### config.mk
export PLATFORM = sky130hd
export DESIGN_NAME = cordic_vectoring_flat
export DESIGN_NICKNAME = d
export VERILOG_FILES = /design/src/rtl/cordic_vectoring_if.sv /design/src/rtl/cordic_vectoring.sv /design/src/flat_wrapper.sv
export SDC_FILE = /design/constraint.sdc
export NUM_CORES = 1
export LEC_CHECK = 0
export CAP_MARGIN = 10
export CORE_MARGIN = 2
export CORE_UTILIZATION = 55
export DETAILED_ROUTE_END_ITERATION = 8
export GPL_ROUTABILITY_DRIVEN = 0
export PLACE_DENSITY = 0.73
export SETUP_SLACK_MARGIN = 0.15
export SLEW_MARGIN = 20
export SYNTH_ARGS = -nofsm -noshare
export SYNTH_HDL_FRONTEND = slang
export SYNTH_SLANG_ARGS = --single-unit
### constraint.sdc
create_clock -name clk -period 18.2 [get_ports clk]
set_input_delay 5.46 -clock clk [delete_from_list [all_inputs] [get_ports clk]]
set_output_delay 5.46 -clock clk [all_outputs]
set_load 0.01 [all_outputs]
### src/rtl/cordic_vectoring_if.sv
// Streaming handshake bundle for the vectoring CORDIC: (x, y) in, (angle, magnitude) out.
interface cordic_vectoring_if;
  logic        in_valid;
  logic        in_ready;
  logic [15:0] x_in;
  logic [15:0] y_in;
  logic        out_valid;
  logic        out_ready;
  logic [31:0] angle;
  logic [15:0] magnitude;

  // Core side
  modport slave (
    input  in_valid, x_in, y_in, out_ready,
    output in_ready, out_valid, angle, magnitude
  );

  // Producer/consumer side
  modport master (
    output in_valid, x_in, y_in, out_ready,
    input  in_ready, out_valid, angle, magnitude
  );
endinterface

### src/rtl/cordic_vectoring.sv
// Iterative vectoring-mode CORDIC: Cartesian (x, y) to phase (2^32 = full turn)
// and gain-compensated magnitude, one micro-rotation per clock.
module cordic_vectoring (
  input  logic              clk,
  input  logic              rst,
  cordic_vectoring_if.slave io_bus
);

  localparam int unsigned ITER  = 13;
  localparam int unsigned K_INV = 19898;
  localparam int unsigned IN_W  = 16;
  localparam int unsigned DW    = 20;
  localparam int unsigned ZW    = 32;
  localparam int unsigned PW    = 40;
  localparam int unsigned IW    = 4;
  localparam int unsigned MW    = 16;
  localparam int unsigned FRAC  = 15;

  typedef enum logic [1:0] {
    S_IDLE  = 2'd0,
    S_ITER  = 2'd1,
    S_SCALE = 2'd2,
    S_DONE  = 2'd3
  } state_t;

  state_t               r_state;
  state_t               w_next;
  logic                 w_in_ready;
  logic                 w_capture;

  logic signed [DW-1:0] r_x;
  logic signed [DW-1:0] r_y;
  logic        [ZW-1:0] r_z;
  logic        [IW-1:0] r_iter;
  logic                 r_zero;
  logic                 r_out_valid;
  logic        [ZW-1:0] r_angle;
  logic        [MW-1:0] r_mag;

  logic signed [DW-1:0] w_xin_ext;
  logic signed [DW-1:0] w_yin_ext;
  logic signed [DW-1:0] w_x0;
  logic signed [DW-1:0] w_y0;
  logic        [ZW-1:0] w_z0;
  logic signed [DW-1:0] w_xs;
  logic signed [DW-1:0] w_ys;
  logic signed [PW-1:0] w_prod;
  logic signed [PW-1:0] w_scaled;
  logic        [MW-1:0] w_mag;

  // arctan(2^-i) in turn units scaled by 2^32
  function automatic logic [ZW-1:0] theta(input logic [IW-1:0] idx);
    logic [ZW-1:0] t;
    case (idx)
      4'd0:    t = 32'h2000_0000;
      4'd1:    t = 32'h12E4_051E;
      4'd2:    t = 32'h09FB_385B;
      4'd3:    t = 32'h0511_11D4;
      4'd4:    t = 32'h028B_0D43;
      4'd5:    t = 32'h0145_D7E1;
      4'd6:    t = 32'h00A2_F61E;
      4'd7:    t = 32'h0051_7C55;
      4'd8:    t = 32'h0028_BE53;
      4'd9:    t = 32'h0014_5F2F;
      4'd10:   t = 32'h000A_2F98;
      4'd11:   t = 32'h0005_17CC;
      4'd12:   t = 32'h0002_8BE6;
      default: t = '0;
    endcase
    return t;
  endfunction

  // Widen inputs so that negating -32768 cannot overflow
  assign w_xin_ext = {{(DW-IN_W){io_bus.x_in[IN_W-1]}}, io_bus.x_in};
  assign w_yin_ext = {{(DW-IN_W){io_bus.y_in[IN_W-1]}}, io_bus.y_in};

  // Pre-rotate left half-plane vectors by +/-90 degrees into the right half-plane
  always_comb begin
    w_x0 = w_xin_ext;
    w_y0 = w_yin_ext;
    w_z0 = '0;
    if (w_xin_ext[DW-1]) begin
      if (!w_yin_ext[DW-1]) begin
        w_x0 = w_yin_ext;
        w_y0 = -w_xin_ext;
        w_z0 = 32'h4000_0000;
      end else begin
        w_x0 = -w_yin_ext;
        w_y0 = w_xin_ext;
        w_z0 = 32'hC000_0000;
      end
    end
  end

  assign w_xs = r_x >>> r_iter;
  assign w_ys = r_y >>> r_iter;

  // Gain compensation with round-half-up, clamped into the unsigned 16-bit range
  assign w_prod   = {{(PW-DW){r_x[DW-1]}}, r_x} * $signed(PW'(K_INV))
                  + $signed(PW'(1 << (FRAC - 1)));
  assign w_scaled = w_prod >>> FRAC;

  always_comb begin
    w_mag = w_scaled[MW-1:0];
    if (w_scaled[PW-1]) begin
      w_mag = '0;
    end else if (|w_scaled[PW-2:MW]) begin
      w_mag = '1;
    end
  end

  // State register
  always_ff @(posedge clk) begin
    if (rst) begin
      r_state <= S_IDLE;
    end else begin
      r_state <= w_next;
    end
  end

  // Next-state and handshake decode; in_ready depends on state (and reset) only
  always_comb begin
    w_next     = r_state;
    w_in_ready = 1'b0;
    w_capture  = 1'b0;
    case (r_state)
      S_IDLE: begin
        w_in_ready = !rst;
        if (io_bus.in_valid) begin
          w_capture = 1'b1;
          w_next    = S_ITER;
        end
      end
      S_ITER: begin
        if (r_iter == IW'(ITER - 1)) begin
          w_next = S_SCALE;
        end
      end
      S_SCALE: begin
        w_next = S_DONE;
      end
      S_DONE: begin
        if (r_out_valid && io_bus.out_ready) begin
          w_next = S_IDLE;
        end
      end
      default: begin
        w_next = S_IDLE;
      end
    endcase
  end

  // Datapath: capture, micro-rotations, scaling and result hold
  always_ff @(posedge clk) begin
    if (rst) begin
      r_x         <= '0;
      r_y         <= '0;
      r_z         <= '0;
      r_iter      <= '0;
      r_zero      <= 1'b0;
      r_out_valid <= 1'b0;
      r_angle     <= '0;
      r_mag       <= '0;
    end else begin
      case (r_state)
        S_IDLE: begin
          if (w_capture) begin
            r_x    <= w_x0;
            r_y    <= w_y0;
            r_z    <= w_z0;
            r_iter <= '0;
            r_zero <= (io_bus.x_in == '0) && (io_bus.y_in == '0);
          end
        end
        S_ITER: begin
          if (!r_y[DW-1]) begin
            r_x <= r_x + w_ys;
            r_y <= r_y - w_xs;
            r_z <= r_z + theta(r_iter);
          end else begin
            r_x <= r_x - w_ys;
            r_y <= r_y + w_xs;
            r_z <= r_z - theta(r_iter);
          end
          r_iter <= r_iter + IW'(1);
        end
        S_SCALE: begin
          r_angle     <= r_zero ? '0 : r_z;
          r_mag       <= r_zero ? '0 : w_mag;
          r_out_valid <= 1'b1;
        end
        S_DONE: begin
          if (r_out_valid && io_bus.out_ready) begin
            r_out_valid <= 1'b0;
          end
        end
        default: begin
        end
      endcase
    end
  end

  assign io_bus.in_ready  = w_in_ready;
  assign io_bus.out_valid = r_out_valid;
  assign io_bus.angle     = r_angle;
  assign io_bus.magnitude = r_mag;

endmodule

### src/flat_wrapper.sv
// flat-port wrapper written by rule: the top's interface ports become plain ports
module cordic_vectoring_flat 
  (clk, rst, io_bus_in_valid, io_bus_x_in, io_bus_y_in, io_bus_out_ready, io_bus_in_ready, io_bus_out_valid, io_bus_angle, io_bus_magnitude);
  cordic_vectoring_if io_bus_i ();
  input  logic clk;
  input  logic rst;
  input wire logic [$bits(io_bus_i.in_valid)-1:0] io_bus_in_valid;
  input wire logic [$bits(io_bus_i.x_in)-1:0] io_bus_x_in;
  input wire logic [$bits(io_bus_i.y_in)-1:0] io_bus_y_in;
  input wire logic [$bits(io_bus_i.out_ready)-1:0] io_bus_out_ready;
  output wire logic [$bits(io_bus_i.in_ready)-1:0] io_bus_in_ready;
  output wire logic [$bits(io_bus_i.out_valid)-1:0] io_bus_out_valid;
  output wire logic [$bits(io_bus_i.angle)-1:0] io_bus_angle;
  output wire logic [$bits(io_bus_i.magnitude)-1:0] io_bus_magnitude;
  assign io_bus_i.in_valid = io_bus_in_valid;
  assign io_bus_i.x_in = io_bus_x_in;
  assign io_bus_i.y_in = io_bus_y_in;
  assign io_bus_i.out_ready = io_bus_out_ready;
  assign io_bus_in_ready = io_bus_i.in_ready;
  assign io_bus_out_valid = io_bus_i.out_valid;
  assign io_bus_angle = io_bus_i.angle;
  assign io_bus_magnitude = io_bus_i.magnitude;
  cordic_vectoring u_core (.clk(clk), .rst(rst), .io_bus(io_bus_i));
endmodule
==> impl_results.md <==
* ANT cells at 0
* Mapped Cells at 2368
* Clk_skew at 0.0133 ns
* Num ports at 86
* First-pass GRT wire length at 85200 um
* Port Buffer Count at 85
* Fin crit period at 12.05 ns
* Main synth FF type: dfxtp_1
* H-tree levels at 4
* DIE HEIGHT at 194 um
* Synth Net Count at 2749
* DIE AREA at 37500 um^2
* #FFs+latches synth at 158
* Synth top area cells: dfxtp_1 16%, ha_1 14%, fa_1 13%, xnor2_1 5.6%, inv_1 4.8%
* Via-to-Cell Ratio at 6.10
* Fin. max-slew vios at 0
* Gr ovfl total at 0
* Final setup TNS at 0 ns
* Tightest Pin Transition at 1.08 ns
* Post-layout nets at 2768
* Setup repair bufs after CTS at 0
* Drt first pass iters at 6
* Setup CP Type: primary input to primary output
* Die W at 194 um
* Layout cells sized above 1 at 6.04%
* Worst slack, placed at 6.14 ns
* Worst Setup End Kind: primary output
* Final core occ at 60.6%
* Final period utilization at 66.2%
* CP max FO at 40
* Initial antenna violation count at 0
* R2R Setup Slk at 10.01 ns
* Fraction of post-synthesis cell area in the top cell type by area at 16.0%
* CTS Hold Bufs at 0
* RSZ-0062 raised after global routing: no
* Via count at 17452
* DRT iter0 DRCs at 1319
* PostCTS Resize Cnt at 0
* Largest net degree at the start of global routing at 84
* Share of flip-flops with an asynchronous set or reset at 0%
* Final setup viols at 0
* Worst rel slew slack at 28.2%
* TritonCTS clock tree: yes
* Hold WC Path Type: register to register
* Final count of hold timing violations at 0
* CTS root buf: clkbuf_16
* Gr usage total at 27.4%
* Reg clk slew, reported paths at 0.06 ns
* Vias in the first global route at 16880
* Core Rows at 69
* Status: complete, no violations
* Routed Antenna Nets at 0
* Skew-Pair Late Insertion Delay at 0.45 ns
* Crit start category: primary input
* Post-synth EDFFs at 0
* Layout area overhead at 8.77%
* Overall routed net length at 51100 um
* Max-cap viol count at 0
* Drc violations at 0
* Worst path required time at 12.74 ns
* Critical Path AT at 6.59 ns
* Setup ws final at 6.15 ns
* Max Freq at 83.0 MHz
* Post-DP HPWL at 39300 um
* Clk sink count at 158
* Area of the mapped netlist at 19800 um^2
* Synth Warn # at 0
* Syn Area/Cell at 8.35 um^2
* Post-synthesis cell type count at 94
* Clock Path Buffers at 2
* Sequential element share of the synthesized area at 16.0%
* Core Footprint at 35500 um^2
* Initial Util at 55.7%
* DR WL/cell at 17.9 um
* Leading area contributor after synthesis: dfxtp_1
* Cts bufs inserted at 17
layout make-up:
type	count	area, um^2
clock buffers	19	443
clock inverters	13	170
fillers	3117	14000
inverters	259	972
multi-input cells	1852	15200
flip-flops and latches	158	3170
well taps	461	577
repair buffers	99	948
synthesized netlist by cell type, types with 17 or more instances:
master	instances
nand2_1	164
fa_1	130
a22oi_1	50
nand3_1	28
a311oi_1	17
and3_1	17
o21ai_0	104
ha_1	215
o21a_1	21
nor3_1	54
inv_1	253
a211oi_1	52
or3_1	21
mux4_2	39
clkbuf_1	64
mux2i_1	28
a21oi_1	186
a31oi_1	23
xnor2_1	126
buf_1	18
xor2_1	56
a21o_1	28
nor2_1	232
dfxtp_1	158
final timing paths:
path | start | cells after the start | endpoint
max | rst | 3 | io_bus_in_ready
min | u_core.io_bus.magnitude[3] | 2 | u_core.io_bus.magnitude[3]
max reg2reg | u_core.r_x[8] | 23 | u_core.io_bus.magnitude[7]
min reg2reg | u_core.io_bus.magnitude[3] | 2 | u_core.io_bus.magnitude[3]
critical path, cell delays in order:
cell and delay [ns]:
buf_4 0.27, nor2b_1 0.27, clkdlybuf4s50_1 0.58
per-layer routing:
metal	part of all wire, %	up-vias	track usage [%]
met1	45	8416	37.0
met3	6.0	64	4.16
met2	47	602	46.0
li1	-	8370	-
met5	0	-	0
met4	1.9	0	6.67
logic make-up after synthesis:
group / synth area share, %
fa+ha+maj: 26.8
simple gates: 14.9
mux: 7.15
xor+xnor: 8.22
buf+inv: 7.05
flops: 16.0
compound gates: 19.9
cell usage in the layout, fill, tap and decap left out, types with 52 or more instances in the layout:
cell	netlist	final
ha_1	215	214
inv_1	253	252
xnor2_1	126	126
clkdlybuf4s50_1	0	83
fa_1	130	130
xor2_1	56	56
a211oi_1	52	52
nor2_1	232	231
nand2_1	164	164
dfxtp_1	158	154
a21oi_1	186	185
o21ai_0	104	104
nor3_1	54	54
metrics by stage:
| stage | instances | cell area (um^2) | hold slack (ns) |
|---|---|---|---|
| finish | 2861 | 21500 | 0.462 |
| global route | 2861 | 21500 | 0.492 |
| CTS | 2861 | 21500 | 0.469 |
| detailed placement | 2829 | 20900 | 0.456 |
| global placement | 2829 | 20900 | 0.452 |
| floorplan | 2368 | 19800 | 0.446 |
Power is left out: the tool's default activity adds up to more than one toggle a clock period on the data nets, which glitch-free logic cannot reach.
